==> src/rtl/exec_retire_stage.sv <==
// Execute-closing retire stage: head+skid buffer, in-order register write and branch redirect.
// Latency 1 cycle accept-to-retire; wb_stall holds the head, ex_ready drops when FULL or on a taken-branch kill.
// Optional COPPERV_RETIRE_COUNT_EN adds a 64-bit retired-entry counter on port retire_count.
module exec_retire_stage #(
    parameter int DATA_WIDTH     = 32,
    parameter int REG_ADDR_WIDTH = 5
) (
    input  logic                      clk,
    input  logic                      rst,
    input  logic                      ex_valid,
    output logic                      ex_ready,
    input  logic [DATA_WIDTH-1:0]     ex_alu_dout,
    input  logic                      ex_alu_comp,
    input  logic [REG_ADDR_WIDTH-1:0] ex_rd,
    input  logic                      ex_rd_en,
    input  logic                      ex_branch,
    input  logic                      ex_branch_inv,
    input  logic [DATA_WIDTH-1:0]     ex_pc,
    input  logic [DATA_WIDTH-1:0]     ex_imm,
    input  logic                      wb_stall,
    output logic                      rd_en,
    output logic [REG_ADDR_WIDTH-1:0] rd,
    output logic [DATA_WIDTH-1:0]     rd_din,
    output logic                      redirect_valid,
    output logic [DATA_WIDTH-1:0]     redirect_pc
`ifdef COPPERV_RETIRE_COUNT_EN
    ,
    output logic [63:0]               retire_count
`endif
);

    typedef struct packed {
        logic [DATA_WIDTH-1:0]     alu_dout;
        logic                      alu_comp;
        logic [REG_ADDR_WIDTH-1:0] rd;
        logic                      rd_en;
        logic                      branch;
        logic                      branch_inv;
        logic [DATA_WIDTH-1:0]     pc;
        logic [DATA_WIDTH-1:0]     imm;
    } entry_t;

    typedef enum logic [1:0] {EMPTY, ONE, FULL} state_t;

    state_t state_q, state_d;
    entry_t head_q, head_d, skid_q, skid_d, ex_entry;
    logic   retire, taken, kill, accept;

    assign ex_entry = '{alu_dout: ex_alu_dout, alu_comp: ex_alu_comp, rd: ex_rd,
                        rd_en: ex_rd_en, branch: ex_branch, branch_inv: ex_branch_inv,
                        pc: ex_pc, imm: ex_imm};

    assign retire   = (state_q != EMPTY) && !wb_stall;
    assign taken    = head_q.branch && (head_q.alu_comp ^ head_q.branch_inv);
    assign kill     = retire && taken;
    assign ex_ready = (state_q != FULL) && !kill;
    assign accept   = ex_valid && ex_ready;

    assign rd_en          = retire && head_q.rd_en && (head_q.rd != '0);
    assign rd             = head_q.rd;
    assign rd_din         = head_q.alu_dout;
    assign redirect_valid = kill;
    assign redirect_pc    = head_q.pc + head_q.imm;

    always_comb begin
        state_d = state_q;
        head_d  = head_q;
        skid_d  = skid_q;
        unique case (state_q)
            EMPTY: begin
                if (accept) begin
                    head_d  = ex_entry;
                    state_d = ONE;
                end
            end
            ONE: begin
                if (kill) begin
                    state_d = EMPTY;
                end else if (accept && retire) begin
                    head_d  = ex_entry;
                end else if (accept) begin
                    skid_d  = ex_entry;
                    state_d = FULL;
                end else if (retire) begin
                    state_d = EMPTY;
                end
            end
            FULL: begin
                // A taken branch at the head squashes the younger skid entry.
                if (kill) begin
                    state_d = EMPTY;
                end else if (retire) begin
                    head_d  = skid_q;
                    state_d = ONE;
                end
            end
            default: state_d = EMPTY;
        endcase
    end

    always_ff @(posedge clk) begin
        if (!rst) begin
            state_q <= EMPTY;
            head_q  <= '0;
            skid_q  <= '0;
        end else begin
            state_q <= state_d;
            head_q  <= head_d;
            skid_q  <= skid_d;
        end
    end

`ifdef COPPERV_RETIRE_COUNT_EN
    always_ff @(posedge clk) begin
        if (!rst) begin
            retire_count <= '0;
        end else if (retire) begin
            retire_count <= retire_count + 64'd1;
        end
    end
`endif

endmodule

==> config.mk <==
export PLATFORM = sky130hd
export DESIGN_NAME = exec_retire_stage
export DESIGN_NICKNAME = d
export VERILOG_FILES = /design/src/rtl/exec_retire_stage.sv
export SDC_FILE = /design/constraint.sdc
export NUM_CORES = 1
export LEC_CHECK = 0
export CORE_MARGIN = 3
export CORE_UTILIZATION = 40
export DETAILED_ROUTE_END_ITERATION = 8
export PLACE_DENSITY = 0.65
export SLEW_MARGIN = 20
export SYNTH_ARGS = -nofsm -noshare
export SYNTH_HDL_FRONTEND = slang
export SYNTH_SLANG_ARGS = --single-unit
==> constraint.sdc <==
create_clock -name clk -period 5.4 [get_ports clk]
set_input_delay 1.08 -clock clk [delete_from_list [all_inputs] [get_ports clk]]
set_output_delay 1.08 -clock clk [all_outputs]
set_load 0.02 [all_outputs]
# Yosys cells after proc, flatten, opt, wreduce, memory -nomap -nowiden
# Cells that the tools add are included.
# totals
out_inout_bits	72
register_bits	212
# op_classes
n_reduce_logical	17
eq_ne	11
bitwise_logic	3
muxes	14
n_addsub	1
# op_table
operator	count
105-bit two-way mux	5
105-bit case mux with 3 select lines	1
32-bit adder	1
2-bit two-way mux	7
2-bit != test (second input constant)	6
1-bit logical AND	8
4-bit AND reduction	2
3-bit != test (second input constant)	2
2-bit case mux with 3 select lines	1
6-bit AND reduction	1
5-bit nonzero test	1
4-bit != test (second input constant)	1
3-bit nonzero test	1
2-bit by 1-bit == test with 1-bit output (second input constant)	1
2-bit == test (second input constant)	1
1-bit zero test	2
2-bit zero test	1
1-bit inverter	2
2-bit nonzero test	1
1-bit XOR	1

# Longest topological paths before layout
# depth
ltp_word	10
ltp_mapped	10

# Worst setup path after synthesis
# No wires, ideal clock.
# synth_timing
path_type	register to output
startpoint	register head_q[0] (netlist name)
endpoint	output redirect_pc[26]
path_stages_with_launch	11
arrival_time_ps	2578
slack_ps	1742
required_time_ps	4320
cell_sequence	dfxtp_1 ha_1 fa_1 a21o_1 a221oi_2 o31ai_4 o21ai_1 nor2b_4 o21ai_0 a31o_1 xor2_1
# synth_via
elab_chain_cells	1
# synth_rtl
element	line_no	rtl
start, declared	46	entry_t head_q, head_d, skid_q, skid_d, ex_entry;
start signal, assigned	104	head_q <= '0;
start signal, assigned	108	head_q <= head_d;
32-bit adder	63	assign redirect_pc = head_q.pc + head_q.imm;
end, declared	25	output logic [DATA_WIDTH-1:0] redirect_pc
# Every way passes these cells.

# Worst setup path after layout
# Same ends and word-level chain as after synthesis.

==> flow_summary.json <==
{
  "cts_setup_buffers": 0,
  "track_usage_pct": 18.8,
  "r2r_slack_ns": 3.04,
  "vdd_drop_max_v": 0.000201,
  "synth_xor_xnor_area_share_pct": 2.80,
  "worst_slew_pin_slew_ns": 1.10,
  "area_delta_synth_final_pct": 25.0,
  "postRouteAntennaNets": 0,
  "total_power_mw": 4.36,
  "syn_area_um2": 10000,
  "max_cap_viol_count": 0,
  "port_buffers": 180,
  "crit_buf_inv": 1,
  "yosysSeqAreaShare_pct": 42.4,
  "syn-num-nets": 1454,
  "dp.cells": 1691,
  "grt_pass1_vias": 8364,
  "swShare_pct": 28.5,
  "nets": 1534,
  "dp_hpwl_mm": 16.2,
  "htreeDepth": 1,
  "syn_area_per_cell_um2": 7.63,
  "holdBufCountCts": 0,
  "fp-row-count": 57,
  "ios": 181,
  "wirelength_mm": 26.1,
  "status": "complete, no violations",
  "synth_cell_types": 46,
  "synth-compound-area-share_pct": 21.1,
  "cts_buffer_depth": 3,
  "via_per_inst": 5.16,
  "p_switching_mw": 1.24,
  "critical_path_class": "flip-flop to output pin",
  "synth_cells": 1313,
  "pwr-share-clk_pct": 37.7,
  "tns_ns": 0,
  "die_area_um2": 27000,
  "critical_path.top_delay_family": "compound AO/OA/AOI/OAI gates",
  "cp_data_arrival_time_ns": 3.81,
  "hold_path_class": "flip-flop to flip-flop",
  "worst_path_largest_cell_delay_ns": 0.63,
  "ys_seq_elements": 212,
  "cts_sinks": 212,
  "yosys.area_share.simple_pct": 22.6,
  "min_period_over_period_pct": 90.6,
  "drt_iter0_drc": 604,
  "fp.dieH_um": 164,
  "synth-edff-count": 0,
  "placed_area_um2": 11700,
  "muxShareOfSynthArea_pct": 0.0999,
  "drc": 0,
  "cts_tree": "yes",
  "detailedPlace.worstSlack_ns": 1.04,
  "grt_start_max_net_pins": 149,
  "required_ns": 4.32,
  "critPathMaxFanout": 5,
  "p_int_mw": 3.12,
  "finalHoldViolCount": 0,
  "p_per_area_nw_per_um2": 348,
  "final-max-slew-violation-count": 0,
  "relSlewSlack_pct": 27.0,
  "path_cells": "ha_1 -> fa_1 -> a21o_1 -> a221oi_2 -> o31ai_4 -> o21ai_1 -> nor2b_4 -> o21ai_0 -> a31o_1 -> xor2_1 -> clkdlybuf4s50_1",
  "worst_setup_path_end_kind": "output pin",
  "clk_pin_slew_ns": 0.06,
  "antenna_found_initial": 2,
  "final_common_cell": "nand2_1",
  "hold_ws_ns": 0.453,
  "pwr-share-seq_pct": 39.8,
  "start_kind": "flip-flop",
  "final_area_um2": 12500,
  "min_period_ns": 4.89,
  "initial_utilization_pct": 41.0,
  "cts_resized": 0,
  "die_w_um": 164,
  "stdcell_count": 1736,
  "grt_overflow": 0,
  "synthArstFlopShare_pct": 0,
  "core_area_um2": 24500,
  "leakagePower_nw": 4.79,
  "cts-root-buf": "clkbuf_16",
  "clock_skew_ns": 0.0107,
  "vias": 8951,
  "max_clock_freq_mhz": 204,
  "synth_top_family_by_area": "simple AND/OR/NAND/NOR gates",
  "drive_gt1_share_pct": 4.68,
  "finalWorstSetupSlack_ns": 0.509,
  "gp_congestion": 0.841,
  "synth.yosys.warnings": 0,
  "slowest_stage": "clkdlybuf4s50_1",
  "final_cell_mix": "nand2_1, dfxtp_1, clkdlybuf4s50_1",
  "ys_dominant_reg_cell": "dfxtp_1",
  "clock_latency_ns": 0.51,
  "numCtsBuffers": 24,
  "combPwrFrac_pct": 22.5,
  "rsz0062_at_grt": "false",
  "synth_fa_ha_area_share_pct": 4.07,
  "drt-wirelength-per-cell_um": 15.0,
  "grt_pass1_wl_mm": 42.2,
  "setup_viol": 0,
  "first_pass_iters": 5,
  "final_core_util_pct": 51.2
}
==> sequential cells by signal (all words and copies together) (netlist names) <==
signal / cells
skid_q: 105
rd: 5
rd_din: 32
head_q: 68
state_q: 2
==> layer usage <==
| layer | track usage (%) | vias to the layer above | part of all wire [%] |
|---|---|---|---|
| li1 | - | 4598 | - |
| met1 | 25.0 | 4111 | 46 |
| met2 | 31.0 | 200 | 46 |
| met3 | 4.16 | 40 | 6.0 |
| met4 | 4.84 | 2 | 2.4 |
| met5 | 0 | - | 0.061 |
==> worst min-delay path, stage by stage (launching register included) <==
cell and delay, ns:
dfxtp_1 0.31, nand2_1 0.05, a21oi_1 0.05
==> Yosys cell counts (all sizes together), types with 2 or more instances <==
library cell / instances / area share (%)
nand3: 4 / 0.20
inv: 9 / 0.34
o211ai: 2 / 0.15
nand2: 436 / 16
xnor2: 19 / 1.7
clkbuf: 81 / 3.0
o21a: 6 / 0.45
and3: 2 / 0.12
xor2: 13 / 1.1
dfxtp: 212 / 42
ha: 31 / 3.9
a31oi: 2 / 0.12
nor2: 120 / 4.5
nand4: 5 / 0.31
o31ai: 2 / 0.42
a21boi: 2 / 0.19
o21bai: 5 / 0.37
a21oi: 141 / 7.0
and2: 2 / 0.12
o21ai: 18 / 0.97
nand2b: 4 / 0.25
a21o: 14 / 1.0
nor3: 3 / 0.20
a211oi: 4 / 0.40
a311oi: 105 / 9.2
buf: 56 / 3.6
nor2b: 4 / 0.32
==> power by group through the flow <==
stage / combinational, mW / sequential, mW / clock [mW]
floorplan: 0.632 / 1.75 / 0
global placement: 0.983 / 1.76 / 0
detailed placement: 0.986 / 1.77 / 0
CTS: 0.990 / 1.73 / 1.70
global route: 1.07 / 1.75 / 1.76
finish: 0.981 / 1.73 / 1.64
==> layout make-up <==
class	instances	area (µm²)
well taps	324	405
multi-input cells	955	5110
repair buffers	191	1910
fillers	2375	11900
clock inverters	5	52.6
diodes	1	2.50
clock buffers	39	758
inverters	9	38.8
flip-flops and latches	212	4240
==> worst paths after layout <==
| path | from | end | depth (start not counted) |
|---|---|---|---|
| hold / removal | skid_q[102] | skid_q[102] | 2 |
| setup reg to reg | state_q[1] | head_q[60] | 5 |
| hold reg to reg | skid_q[102] | skid_q[102] | 2 |
| setup / recovery | head_q[0] | redirect_pc[26] | 11 |
==> logic make-up after synthesis <==
| logic type | Yosys count |
|---|---|
| AOI/OAI and AO/OA | 307 |
| xor gates and xnor gates | 32 |
| adders and majority gates | 32 |
| buffers and inverters | 146 |
| DFF | 212 |
| muxes | 1 |
| and+or+nand+nor | 583 |
Power figures use the tool's default switching activity.
